### config.mk
export PLATFORM = sky130hd
export DESIGN_NAME = anneal_sequencer_flat
export DESIGN_NICKNAME = d
export VERILOG_FILES = /design/src/rtl/anneal_sequencer_if.sv /design/src/rtl/anneal_sequencer.sv /design/src/flat_wrapper.sv
export SDC_FILE = /design/constraint.sdc
export NUM_CORES = 1
export LEC_CHECK = 0
export CORE_MARGIN = 2
export CORE_UTILIZATION = 29
export CTS_BUF_LIST = sky130_fd_sc_hd__clkbuf_2 sky130_fd_sc_hd__clkbuf_4 sky130_fd_sc_hd__clkbuf_8
export DETAILED_ROUTE_END_ITERATION = 12
export MAX_ROUTING_LAYER = met4
export PLACE_DENSITY_LB_ADDON = 0.1
export SETUP_SLACK_MARGIN = 0.3
export SYNTH_ARGS = -nofsm -noshare
export SYNTH_HDL_FRONTEND = slang
export SYNTH_SLANG_ARGS = --single-unit
### constraint.sdc
create_clock -name clk -period 4.6 [get_ports clk]
set_clock_uncertainty 0.1 [all_clocks]
set_input_delay 0.92 -clock clk [delete_from_list [all_inputs] [get_ports clk]]
set_output_delay 0.92 -clock clk [all_outputs]
set_load 0.05 [all_outputs]
### src/rtl/anneal_sequencer_if.sv
// Job, datapath and result signals of the anneal sequencer, bundled as one interface.
// The sequencer connects through the slave modport; the job source and datapath use master.
interface anneal_sequencer_if #(
  parameter int STEPS_W = 10
);
  logic               req_valid;
  logic               req_ready;
  logic [1:0]         req_mode;
  logic               req_update_mode;
  logic [3:0]         req_a;
  logic [3:0]         req_b;
  logic [3:0]         req_sum;
  logic [3:0]         req_log_tau;
  logic [3:0]         req_I_min;
  logic [3:0]         req_I_max;
  logic [STEPS_W-1:0] req_steps;
  logic               abort;

  logic               dp_reset;
  logic [1:0]         dp_mode;
  logic               dp_update_mode;
  logic [3:0]         dp_a;
  logic [3:0]         dp_b;
  logic [3:0]         dp_sum;
  logic [3:0]         dp_log_tau;
  logic [3:0]         dp_I_min;
  logic [3:0]         dp_I_max;
  logic [3:0]         dp_a_out;
  logic [3:0]         dp_b_out;
  logic [3:0]         dp_sum_out;
  logic               dp_overflow;

  logic               res_valid;
  logic               res_ready;
  logic [3:0]         res_a;
  logic [3:0]         res_b;
  logic [3:0]         res_sum;
  logic               res_ovf;
  logic               res_consistent;
  logic               busy;

  modport master (
    output req_valid, req_mode, req_update_mode, req_a, req_b, req_sum,
           req_log_tau, req_I_min, req_I_max, req_steps, abort,
           dp_a_out, dp_b_out, dp_sum_out, dp_overflow, res_ready,
    input  req_ready, dp_reset, dp_mode, dp_update_mode, dp_a, dp_b, dp_sum,
           dp_log_tau, dp_I_min, dp_I_max, res_valid, res_a, res_b, res_sum,
           res_ovf, res_consistent, busy
  );

  modport slave (
    input  req_valid, req_mode, req_update_mode, req_a, req_b, req_sum,
           req_log_tau, req_I_min, req_I_max, req_steps, abort,
           dp_a_out, dp_b_out, dp_sum_out, dp_overflow, res_ready,
    output req_ready, dp_reset, dp_mode, dp_update_mode, dp_a, dp_b, dp_sum,
           dp_log_tau, dp_I_min, dp_I_max, res_valid, res_a, res_b, res_sum,
           res_ovf, res_consistent, busy
  );
endinterface

### src/rtl/anneal_sequencer.sv
// Runs one annealing job: datapath reset, burn-in, N sample cycles of per-bit
// counting, then presents the strict-majority value of every datapath output bit.
module anneal_sequencer #(
  parameter int STEPS_W = 10,
  parameter int SETTLE  = 16
) (
  input  logic               clk,
  input  logic               rst_n,
  anneal_sequencer_if.slave  bus
);

  localparam int TW = (STEPS_W > 8) ? STEPS_W : 8;
  localparam int NB = 13;
  localparam logic [TW-1:0] DPRST_LAST  = TW'(1);
  localparam logic [TW-1:0] SETTLE_LAST = TW'((SETTLE > 0) ? SETTLE - 1 : 0);

  typedef enum logic [2:0] {
    S_IDLE,
    S_DPRST,
    S_SETTLE,
    S_SAMPLE,
    S_DONE
  } state_t;

  state_t             state_q, state_d;
  logic [TW-1:0]      timer_q, timer_d;
  logic [1:0]         mode_q;
  logic               upd_q;
  logic [3:0]         a_q, b_q, sum_q, tau_q, imin_q, imax_q;
  logic [STEPS_W-1:0] steps_q;
  logic [NB-1:0]      res_q;
  logic               cons_q;
  logic [NB-1:0]      maj;
  logic [NB-1:0]      dp_bits;
  logic               accept;
  logic               count_en;
  logic               clear_cnt;
  logic               maj_cons;

  // Bit order {ovf, sum[3:0], b[3:0], a[3:0]} is shared by counters and results.
  assign dp_bits   = {bus.dp_overflow, bus.dp_sum_out, bus.dp_b_out, bus.dp_a_out};
  assign accept    = (state_q == S_IDLE) && bus.req_valid;
  assign clear_cnt = (state_q == S_IDLE) || bus.abort;
  // The SAMPLE cycle with timer_q == steps_q only tallies: counters are final there.
  assign count_en  = (state_q == S_SAMPLE) && (timer_q < TW'(steps_q));

  always_comb begin
    state_d = state_q;
    timer_d = timer_q + TW'(1);
    case (state_q)
      S_IDLE: begin
        if (bus.req_valid) state_d = S_DPRST;
      end
      S_DPRST: begin
        if (bus.abort)                  state_d = S_IDLE;
        else if (timer_q == DPRST_LAST) state_d = (SETTLE == 0) ? S_SAMPLE : S_SETTLE;
      end
      S_SETTLE: begin
        if (bus.abort)                   state_d = S_IDLE;
        else if (timer_q == SETTLE_LAST) state_d = S_SAMPLE;
      end
      S_SAMPLE: begin
        if (bus.abort)                     state_d = S_IDLE;
        else if (timer_q == TW'(steps_q))  state_d = S_DONE;
      end
      S_DONE: begin
        if (bus.abort || bus.res_ready) state_d = S_IDLE;
      end
      default: state_d = S_IDLE;
    endcase
    if (state_d != state_q || state_q == S_IDLE) timer_d = '0;
  end

  always_ff @(posedge clk or negedge rst_n) begin
    if (!rst_n) begin
      state_q <= S_IDLE;
      timer_q <= '0;
    end else begin
      state_q <= state_d;
      timer_q <= timer_d;
    end
  end

  always_ff @(posedge clk or negedge rst_n) begin
    if (!rst_n) begin
      mode_q  <= '0;
      upd_q   <= 1'b0;
      a_q     <= '0;
      b_q     <= '0;
      sum_q   <= '0;
      tau_q   <= '0;
      imin_q  <= '0;
      imax_q  <= '0;
      steps_q <= '0;
    end else if (accept) begin
      mode_q  <= (bus.req_mode == 2'd3) ? 2'd0 : bus.req_mode;
      upd_q   <= bus.req_update_mode;
      a_q     <= bus.req_a;
      b_q     <= bus.req_b;
      sum_q   <= bus.req_sum;
      tau_q   <= bus.req_log_tau;
      imin_q  <= bus.req_I_min;
      imax_q  <= bus.req_I_max;
      steps_q <= (bus.req_steps == '0) ? STEPS_W'(1) : bus.req_steps;
    end
  end

  genvar gi;
  generate
    for (gi = 0; gi < NB; gi++) begin : g_vote
      logic [STEPS_W-1:0] cnt_q;
      always_ff @(posedge clk or negedge rst_n) begin
        if (!rst_n)                                  cnt_q <= '0;
        else if (clear_cnt)                          cnt_q <= '0;
        else if (count_en && dp_bits[gi] && cnt_q != '1) cnt_q <= cnt_q + STEPS_W'(1);
      end
      // Strict majority: a tie (2*count == steps) votes 0.
      assign maj[gi] = {cnt_q, 1'b0} > {1'b0, steps_q};
    end
  endgenerate

  assign maj_cons = ({maj[12], maj[11:8]} == ({1'b0, maj[3:0]} + {1'b0, maj[7:4]}));

  always_ff @(posedge clk or negedge rst_n) begin
    if (!rst_n) begin
      res_q  <= '0;
      cons_q <= 1'b0;
    end else if (state_q == S_SAMPLE && state_d == S_DONE) begin
      res_q  <= maj;
      cons_q <= maj_cons;
    end
  end

  assign bus.req_ready      = (state_q == S_IDLE);
  assign bus.busy           = (state_q != S_IDLE);
  assign bus.dp_reset       = (state_q == S_IDLE) || (state_q == S_DPRST);
  assign bus.dp_mode        = mode_q;
  assign bus.dp_update_mode = upd_q;
  assign bus.dp_a           = a_q;
  assign bus.dp_b           = b_q;
  assign bus.dp_sum         = sum_q;
  assign bus.dp_log_tau     = tau_q;
  assign bus.dp_I_min       = imin_q;
  assign bus.dp_I_max       = imax_q;
  assign bus.res_valid      = (state_q == S_DONE);
  assign bus.res_a          = res_q[3:0];
  assign bus.res_b          = res_q[7:4];
  assign bus.res_sum        = res_q[11:8];
  assign bus.res_ovf        = res_q[12];
  assign bus.res_consistent = cons_q;

endmodule

### src/flat_wrapper.sv
// flat-port wrapper written by rule: the top's interface ports become plain ports
module anneal_sequencer_flat 
#(
  parameter int STEPS_W = 10,
  parameter int SETTLE  = 16
)
  (clk, rst_n, bus_req_valid, bus_req_mode, bus_req_update_mode, bus_req_a, bus_req_b, bus_req_sum, bus_req_log_tau, bus_req_I_min, bus_req_I_max, bus_req_steps, bus_abort, bus_dp_a_out, bus_dp_b_out, bus_dp_sum_out, bus_dp_overflow, bus_res_ready, bus_req_ready, bus_dp_reset, bus_dp_mode, bus_dp_update_mode, bus_dp_a, bus_dp_b, bus_dp_sum, bus_dp_log_tau, bus_dp_I_min, bus_dp_I_max, bus_res_valid, bus_res_a, bus_res_b, bus_res_sum, bus_res_ovf, bus_res_consistent, bus_busy);
  anneal_sequencer_if #(.STEPS_W(STEPS_W)) bus_i ();
  input  logic clk;
  input  logic rst_n;
  input wire logic [$bits(bus_i.req_valid)-1:0] bus_req_valid;
  input wire logic [$bits(bus_i.req_mode)-1:0] bus_req_mode;
  input wire logic [$bits(bus_i.req_update_mode)-1:0] bus_req_update_mode;
  input wire logic [$bits(bus_i.req_a)-1:0] bus_req_a;
  input wire logic [$bits(bus_i.req_b)-1:0] bus_req_b;
  input wire logic [$bits(bus_i.req_sum)-1:0] bus_req_sum;
  input wire logic [$bits(bus_i.req_log_tau)-1:0] bus_req_log_tau;
  input wire logic [$bits(bus_i.req_I_min)-1:0] bus_req_I_min;
  input wire logic [$bits(bus_i.req_I_max)-1:0] bus_req_I_max;
  input wire logic [$bits(bus_i.req_steps)-1:0] bus_req_steps;
  input wire logic [$bits(bus_i.abort)-1:0] bus_abort;
  input wire logic [$bits(bus_i.dp_a_out)-1:0] bus_dp_a_out;
  input wire logic [$bits(bus_i.dp_b_out)-1:0] bus_dp_b_out;
  input wire logic [$bits(bus_i.dp_sum_out)-1:0] bus_dp_sum_out;
  input wire logic [$bits(bus_i.dp_overflow)-1:0] bus_dp_overflow;
  input wire logic [$bits(bus_i.res_ready)-1:0] bus_res_ready;
  output wire logic [$bits(bus_i.req_ready)-1:0] bus_req_ready;
  output wire logic [$bits(bus_i.dp_reset)-1:0] bus_dp_reset;
  output wire logic [$bits(bus_i.dp_mode)-1:0] bus_dp_mode;
  output wire logic [$bits(bus_i.dp_update_mode)-1:0] bus_dp_update_mode;
  output wire logic [$bits(bus_i.dp_a)-1:0] bus_dp_a;
  output wire logic [$bits(bus_i.dp_b)-1:0] bus_dp_b;
  output wire logic [$bits(bus_i.dp_sum)-1:0] bus_dp_sum;
  output wire logic [$bits(bus_i.dp_log_tau)-1:0] bus_dp_log_tau;
  output wire logic [$bits(bus_i.dp_I_min)-1:0] bus_dp_I_min;
  output wire logic [$bits(bus_i.dp_I_max)-1:0] bus_dp_I_max;
  output wire logic [$bits(bus_i.res_valid)-1:0] bus_res_valid;
  output wire logic [$bits(bus_i.res_a)-1:0] bus_res_a;
  output wire logic [$bits(bus_i.res_b)-1:0] bus_res_b;
  output wire logic [$bits(bus_i.res_sum)-1:0] bus_res_sum;
  output wire logic [$bits(bus_i.res_ovf)-1:0] bus_res_ovf;
  output wire logic [$bits(bus_i.res_consistent)-1:0] bus_res_consistent;
  output wire logic [$bits(bus_i.busy)-1:0] bus_busy;
  assign bus_i.req_valid = bus_req_valid;
  assign bus_i.req_mode = bus_req_mode;
  assign bus_i.req_update_mode = bus_req_update_mode;
  assign bus_i.req_a = bus_req_a;
  assign bus_i.req_b = bus_req_b;
  assign bus_i.req_sum = bus_req_sum;
  assign bus_i.req_log_tau = bus_req_log_tau;
  assign bus_i.req_I_min = bus_req_I_min;
  assign bus_i.req_I_max = bus_req_I_max;
  assign bus_i.req_steps = bus_req_steps;
  assign bus_i.abort = bus_abort;
  assign bus_i.dp_a_out = bus_dp_a_out;
  assign bus_i.dp_b_out = bus_dp_b_out;
  assign bus_i.dp_sum_out = bus_dp_sum_out;
  assign bus_i.dp_overflow = bus_dp_overflow;
  assign bus_i.res_ready = bus_res_ready;
  assign bus_req_ready = bus_i.req_ready;
  assign bus_dp_reset = bus_i.dp_reset;
  assign bus_dp_mode = bus_i.dp_mode;
  assign bus_dp_update_mode = bus_i.dp_update_mode;
  assign bus_dp_a = bus_i.dp_a;
  assign bus_dp_b = bus_i.dp_b;
  assign bus_dp_sum = bus_i.dp_sum;
  assign bus_dp_log_tau = bus_i.dp_log_tau;
  assign bus_dp_I_min = bus_i.dp_I_min;
  assign bus_dp_I_max = bus_i.dp_I_max;
  assign bus_res_valid = bus_i.res_valid;
  assign bus_res_a = bus_i.res_a;
  assign bus_res_b = bus_i.res_b;
  assign bus_res_sum = bus_i.res_sum;
  assign bus_res_ovf = bus_i.res_ovf;
  assign bus_res_consistent = bus_i.res_consistent;
  assign bus_busy = bus_i.busy;
  anneal_sequencer #(.STEPS_W(STEPS_W), .SETTLE(SETTLE)) u_core (.clk(clk), .rst_n(rst_n), .bus(bus_i));
endmodule
* Yosys cells after proc, flatten, opt, wreduce, memory -nomap -nowiden
Index checks and enable logic that the tools add are counted.
Widths: inputs -> output; s select.
** Storage, ports and cells
- Register bits after elaboration :: 194
- Word-level logic and storage cells :: 166
- Input bits :: 55
- Output and inout bits :: 45
** Operators by class
- Eq/ne operators :: 24
- Mux-type cells :: 38
- $lt $le $gt $ge :: 14
- Reduce and logical (&&, ||, !) cells :: 49
- Add/subtract/negate cells :: 15
** Operators by type and width (number)
- $mux 10 :: 28
- $gt 11x10->1 :: 13
- $add 10x1->10 const B :: 14
- $ne 10x10->1 const B :: 13
- $logic_and 1x1->1 :: 29
- $reduce_bool 2->1 :: 13
- $mux 3 :: 8
- $pmux 3 s5 :: 1
- $eq 10x1->1 const B :: 1
- $eq 10x10->1 :: 1
- $eq 10x4->1 const B :: 1
- $logic_not 10->1 :: 1
- $lt 10x10->1 :: 1
- $eq 3x2->1 const B :: 2
- $eq 3x3->1 const B :: 2
- $add 4x4->5 :: 1
- $eq 5x5->1 :: 1
- $logic_or 1x1->1 :: 4
- $eq 3x1->1 const B :: 1
- $logic_not 3->1 :: 1
- $ne 3x3->1 :: 1
- $reduce_bool 3->1 :: 1
- $eq 2x2->1 const B :: 1
- $mux 2 :: 1

* Logic depth before layout (Yosys ltp)
- Depth after elaboration :: 7
- Depth in mapped cells :: 17
- Gate-level depth less buffers :: 17

* Worst setup path after synthesis
OpenSTA, ideal clock, no wires.
- Kind :: register -> register
- Start :: reg u_core.steps_q[1]
- End :: reg u_core.cons_q (netlist: u_core.bus.res_consistent)
- Path buffers :: 0
- Setup slack :: 1.161 ns
- Required time :: 4.390 ns
- Library setup time :: 0.110 ns
- Arrival :: 3.229 ns
- Stages on the path, launching flop included :: 16
- Path through :: dfrtp_1 > inv_1 > ha_1 > nor2b_1 > o21a_1 > o21ai_0 > a211oi_1 > o311ai_0 > nand2_1 > ha_1 > fa_1 > a21o_1 > a21oi_1 > xor2_1 > nand2_1 > o41ai_1
** On the way
- Elaborated cells between the ends (all ways) :: 21
- Those cells by class :: add/sub: 1; order compare: 13; eq/ne: 3; mux: 3; reduce/logical: 1
** RTL lines
- start: declaration :: RTL line anneal_sequencer.sv:30 : logic [STEPS_W-1:0] steps_q;
- start signal: assignment :: RTL line anneal_sequencer.sv:104 : steps_q <= (bus.req_steps == '0) ? STEPS_W'(1) : bus.req_steps;
- $gt 11x10->1 :: RTL line anneal_sequencer.sv:118 : assign maj[gi] = {cnt_q, 1'b0} > {1'b0, steps_q};
- net u_core.maj[4] :: RTL line anneal_sequencer.sv:33 : logic [NB-1:0] maj;
- $add 4x4->5 :: RTL line anneal_sequencer.sv:122 : assign maj_cons = ({maj[12], maj[11:8]} == ({1'b0, maj[3:0]} + {1'b0, maj[7:4]}));
- $eq 5x5->1 :: RTL line anneal_sequencer.sv:122
- end signal: assignment :: RTL line anneal_sequencer.sv:130 : cons_q <= maj_cons;
- end: declaration :: RTL line anneal_sequencer.sv:32 : logic cons_q;
The timed path passes the listed nets, and every way through them passes these cells.
A chain may end at the register's enable or synchronous reset.

* Worst setup path after layout
- Start :: reg u_core.steps_q[2]
- End :: reg u_core.cons_q (netlist: u_core.bus.res_consistent)
Same word-level chain as after synthesis.

==> results.yml <==
run_status:
  outcome: "finished clean"
critical_path:
  reg2reg_depth: 16
  worstSetupStartpoint: "u_core.steps_q[2]"
  ff2ff_setup_slack_ns: 0.70
  cp.required_ns: 4.89
  crit_fanout: 11
  reg2reg_from: "u_core.steps_q[2]"
  cp_slowest_cell: "inv_1"
  r2r-end: "u_core.bus.res_consistent"
  crit_chain: "inv_1, ha_1, a21o_1, a21oi_1, nor2b_1, o21ai_0, nand2b_1, a211oi_1, nor2_1, ha_1, fa_1, a21o_1, a21oi_1, xor2_1, nand2_1, o41ai_1"
  crit_type: "reg -> reg"
  critPathMaxStageDelay_ns: 0.42
  arrival_ns: 4.19
  cp-start-kind: "register"
  crit_path_end_kind: "register"
  path_delay_family: "compound AO/OA/AOI/OAI gates"
  critPathBufInv: 1
clock_tree:
  htree_levels: 4
  root_buffer: "clkbuf_8"
  clkSinkCount: 194
  clock_latency_ns: 0.51
  clockBufferDepth: 2
  cts-buffers-inserted: 17
  cts_tree: "built"
  cts.reportedPaths.clkPinSlew_ns: 0.11
  post_cts_resized: 0
  postCtsSetupBuffers: 0
  hold_buffers: 0
timing:
  hold_violations: 0
  max_slew_margin_pct: 37.0
  rsz0062_at_grt: "no"
  worst_pin_slew_ns: 0.942
  period_minus_slack_ns: 3.90
  max_freq_mhz: 257
  timing.hold.ws_ns: 0.232
  setup_tns_ns: 0
  slew_viol_final: 0
  setup_slack_ns: 0.704
  period_share_pct: 84.7
  setup_viol: 0
layout:
  area_growth_pct: 17.4
  n_antenna_cell: 0
  area.sequential_um2: 4850
  mostFrequentLayoutCell: "dfrtp_1"
  drive_gt1_share_pct: 8.36
  n_fill_cell: 4247
  multiInputGateArea_um2: 7060
  fin_nets: 1517
  final_core_util_pct: 34.3
  final_cell_mix: "dfrtp_1 (194), nor2_1 (165), ha_1 (146)"
  final_cells: 1867
floorplanning:
  dieArea_um2: 43700
  num_io_pins: 100
  rows: 75
  die_x_um: 209
  die_y_um: 209
  core_area_um2: 41800
  start_util_pct: 29.2
synth:
  synth_cell_types: 68
  synth_top_family_by_area: "simple AND/OR/NAND/NOR gates"
  synthMuxAreaShare_pct: 3.91
  synth_top_flop_cell: "dfrtp_1"
  synthTopCellsByArea: "dfrtp_1 (40%), ha_1 (15%), xor2_1 (6.8%), nor2_1 (5.1%), mux2_2 (2.7%)"
  synth_edf_count: 0
  ys_ff_latch: 194
  synth_compound_area_share_pct: 10.2
  async_reset_ff_share_pct: 100
  ys.warnings.count: 0
  yosys.area_share.simple_pct: 19.5
  syn_avg_cell_area_um2: 10.1
  seq_area_frac_synth_pct: 39.8
  synthCells: 1207
  synth_fa_ha_area_share_pct: 15.1
  synth-xor-area-share_pct: 9.05
  syn_area_um2: 12200
  yosysTopAreaCellShare_pct: 39.8
  synth_top_cell_by_area: "dfrtp_1"
  synth.net_count: 1409
route:
  drt_iter0_markers: 403
  routedWlPerCell_um: 18.3
  routed_wl_mm: 34.1
  post-route-drc-count: 0
  first_pass_iters: 4
  postRouteAntennaNets: 0
  via_per_inst: 4.91
  vias: 9173
power:
  switchingPower_w: 0.00252
  leakagePower_nw: 6.63
  p_seq_share_pct: 34.1
  ir_drop_uv: 322
  p_int_w: 0.00329
  power_frac_comb_pct: 44.5
  power.share.switching_pct: 43.3
  clkPwrFrac_pct: 21.3
  power.density_nw_per_um2: 406
global_route:
  overflow: 0
  grt_pass1_vias: 9551
  grt_usage_pct: 16.9
  grt_max_degree: 99
  antenna_found_initial: 0
  grt_pass1_wl_mm: 55.3
placed_design:
  place_inst: 1835
  pre_cts_ws_ns: 0.668
  io_buffers: 99
  globalplace.congestion: 0.770
  hpwl_mm: 24.0
flow_run:
  cap_violations: 0
min_path:
  hp-class: "in -> async"
worst max-delay path by stage:
stage	slack, ns	cells after the start	end
2_1_floorplan	1.16	15	u_core.bus.res_consistent
3_3_place_gp	0.72	13	u_core.bus.res_consistent
3_5_place_dp	0.67	13	u_core.bus.res_consistent
4_1_cts	0.64	13	u_core.bus.res_consistent
5_1_grt	0.37	16	u_core.bus.res_consistent
6_report	0.70	16	u_core.bus.res_consistent
cell usage after synthesis, types with 8 or more instances:
cell type and instances:
and4_1 15, mux2_2 29, nor2_1 165, xnor2_1 31, clkbuf_1 18, and2_1 11
and3_1 44, mux2i_1 15, xor2_1 95, nand3_1 45, nand3b_1 11, ha_1 146
nand4_1 45, a21o_1 35, nand4b_1 8, a21oi_1 33, o21ai_0 42, a211oi_1 12
nand2_1 82, dfrtp_1 194, inv_1 29
cells by family after synthesis:
logic type	after synthesis
DFF	194
buffers and inverters	60
muxes	44
xor gates and xnor gates	126
and+or+nand+nor	471
adders and majority gates	147
AOI/OAI and AO/OA	165
through the flow:
step	cell area (um2)	total power (W)
after global routing	14300	0.00623
after CTS	14300	0.00593
after detailed placement	13900	0.00463
after global placement	13900	0.00461
final	14300	0.00581
after floorplan	12200	0.00364
routing by layer:
metal	up-vias	GRT usage, %	part of all wire, %
met4	0	4.68	1.8
met5	-	-	0
met3	39	3.34	3.4
met2	149	25.8	45
met1	4464	22.8	50
li1	4521	-	-
area by class of cell:
cell class	count	share of cell area [%]
Sequential cell	194	33.9
Tap cell	539	4.71
Clock inverter	11	0.979
Inverter	29	0.839
Timing Repair Buffer	120	8.31
Multi-Input combinational cell	953	49.3
Clock buffer	21	1.98
state kept, by name, summed over array words and instances (netlist names), 10 cells and up:
| signal | count |
|---|---|
| u_core.g_vote.cnt_q | 130 |
| u_core.steps_q | 10 |
| u_core.res_q | 13 |
| u_core.timer_q | 10 |
power by group through the flow:
| stage | clock, W | sequential (W) | combinational (W) |
|---|---|---|---|
| floorplan | 0 | 0.00242 | 0.00122 |
| global route | 0.00136 | 0.00201 | 0.00286 |
| global placement | 0 | 0.00201 | 0.00260 |
| finish | 0.00124 | 0.00198 | 0.00259 |
| CTS | 0.00131 | 0.00198 | 0.00264 |
| detailed placement | 0 | 0.00201 | 0.00263 |
Note: power is estimated with default switching activity, not from simulation.
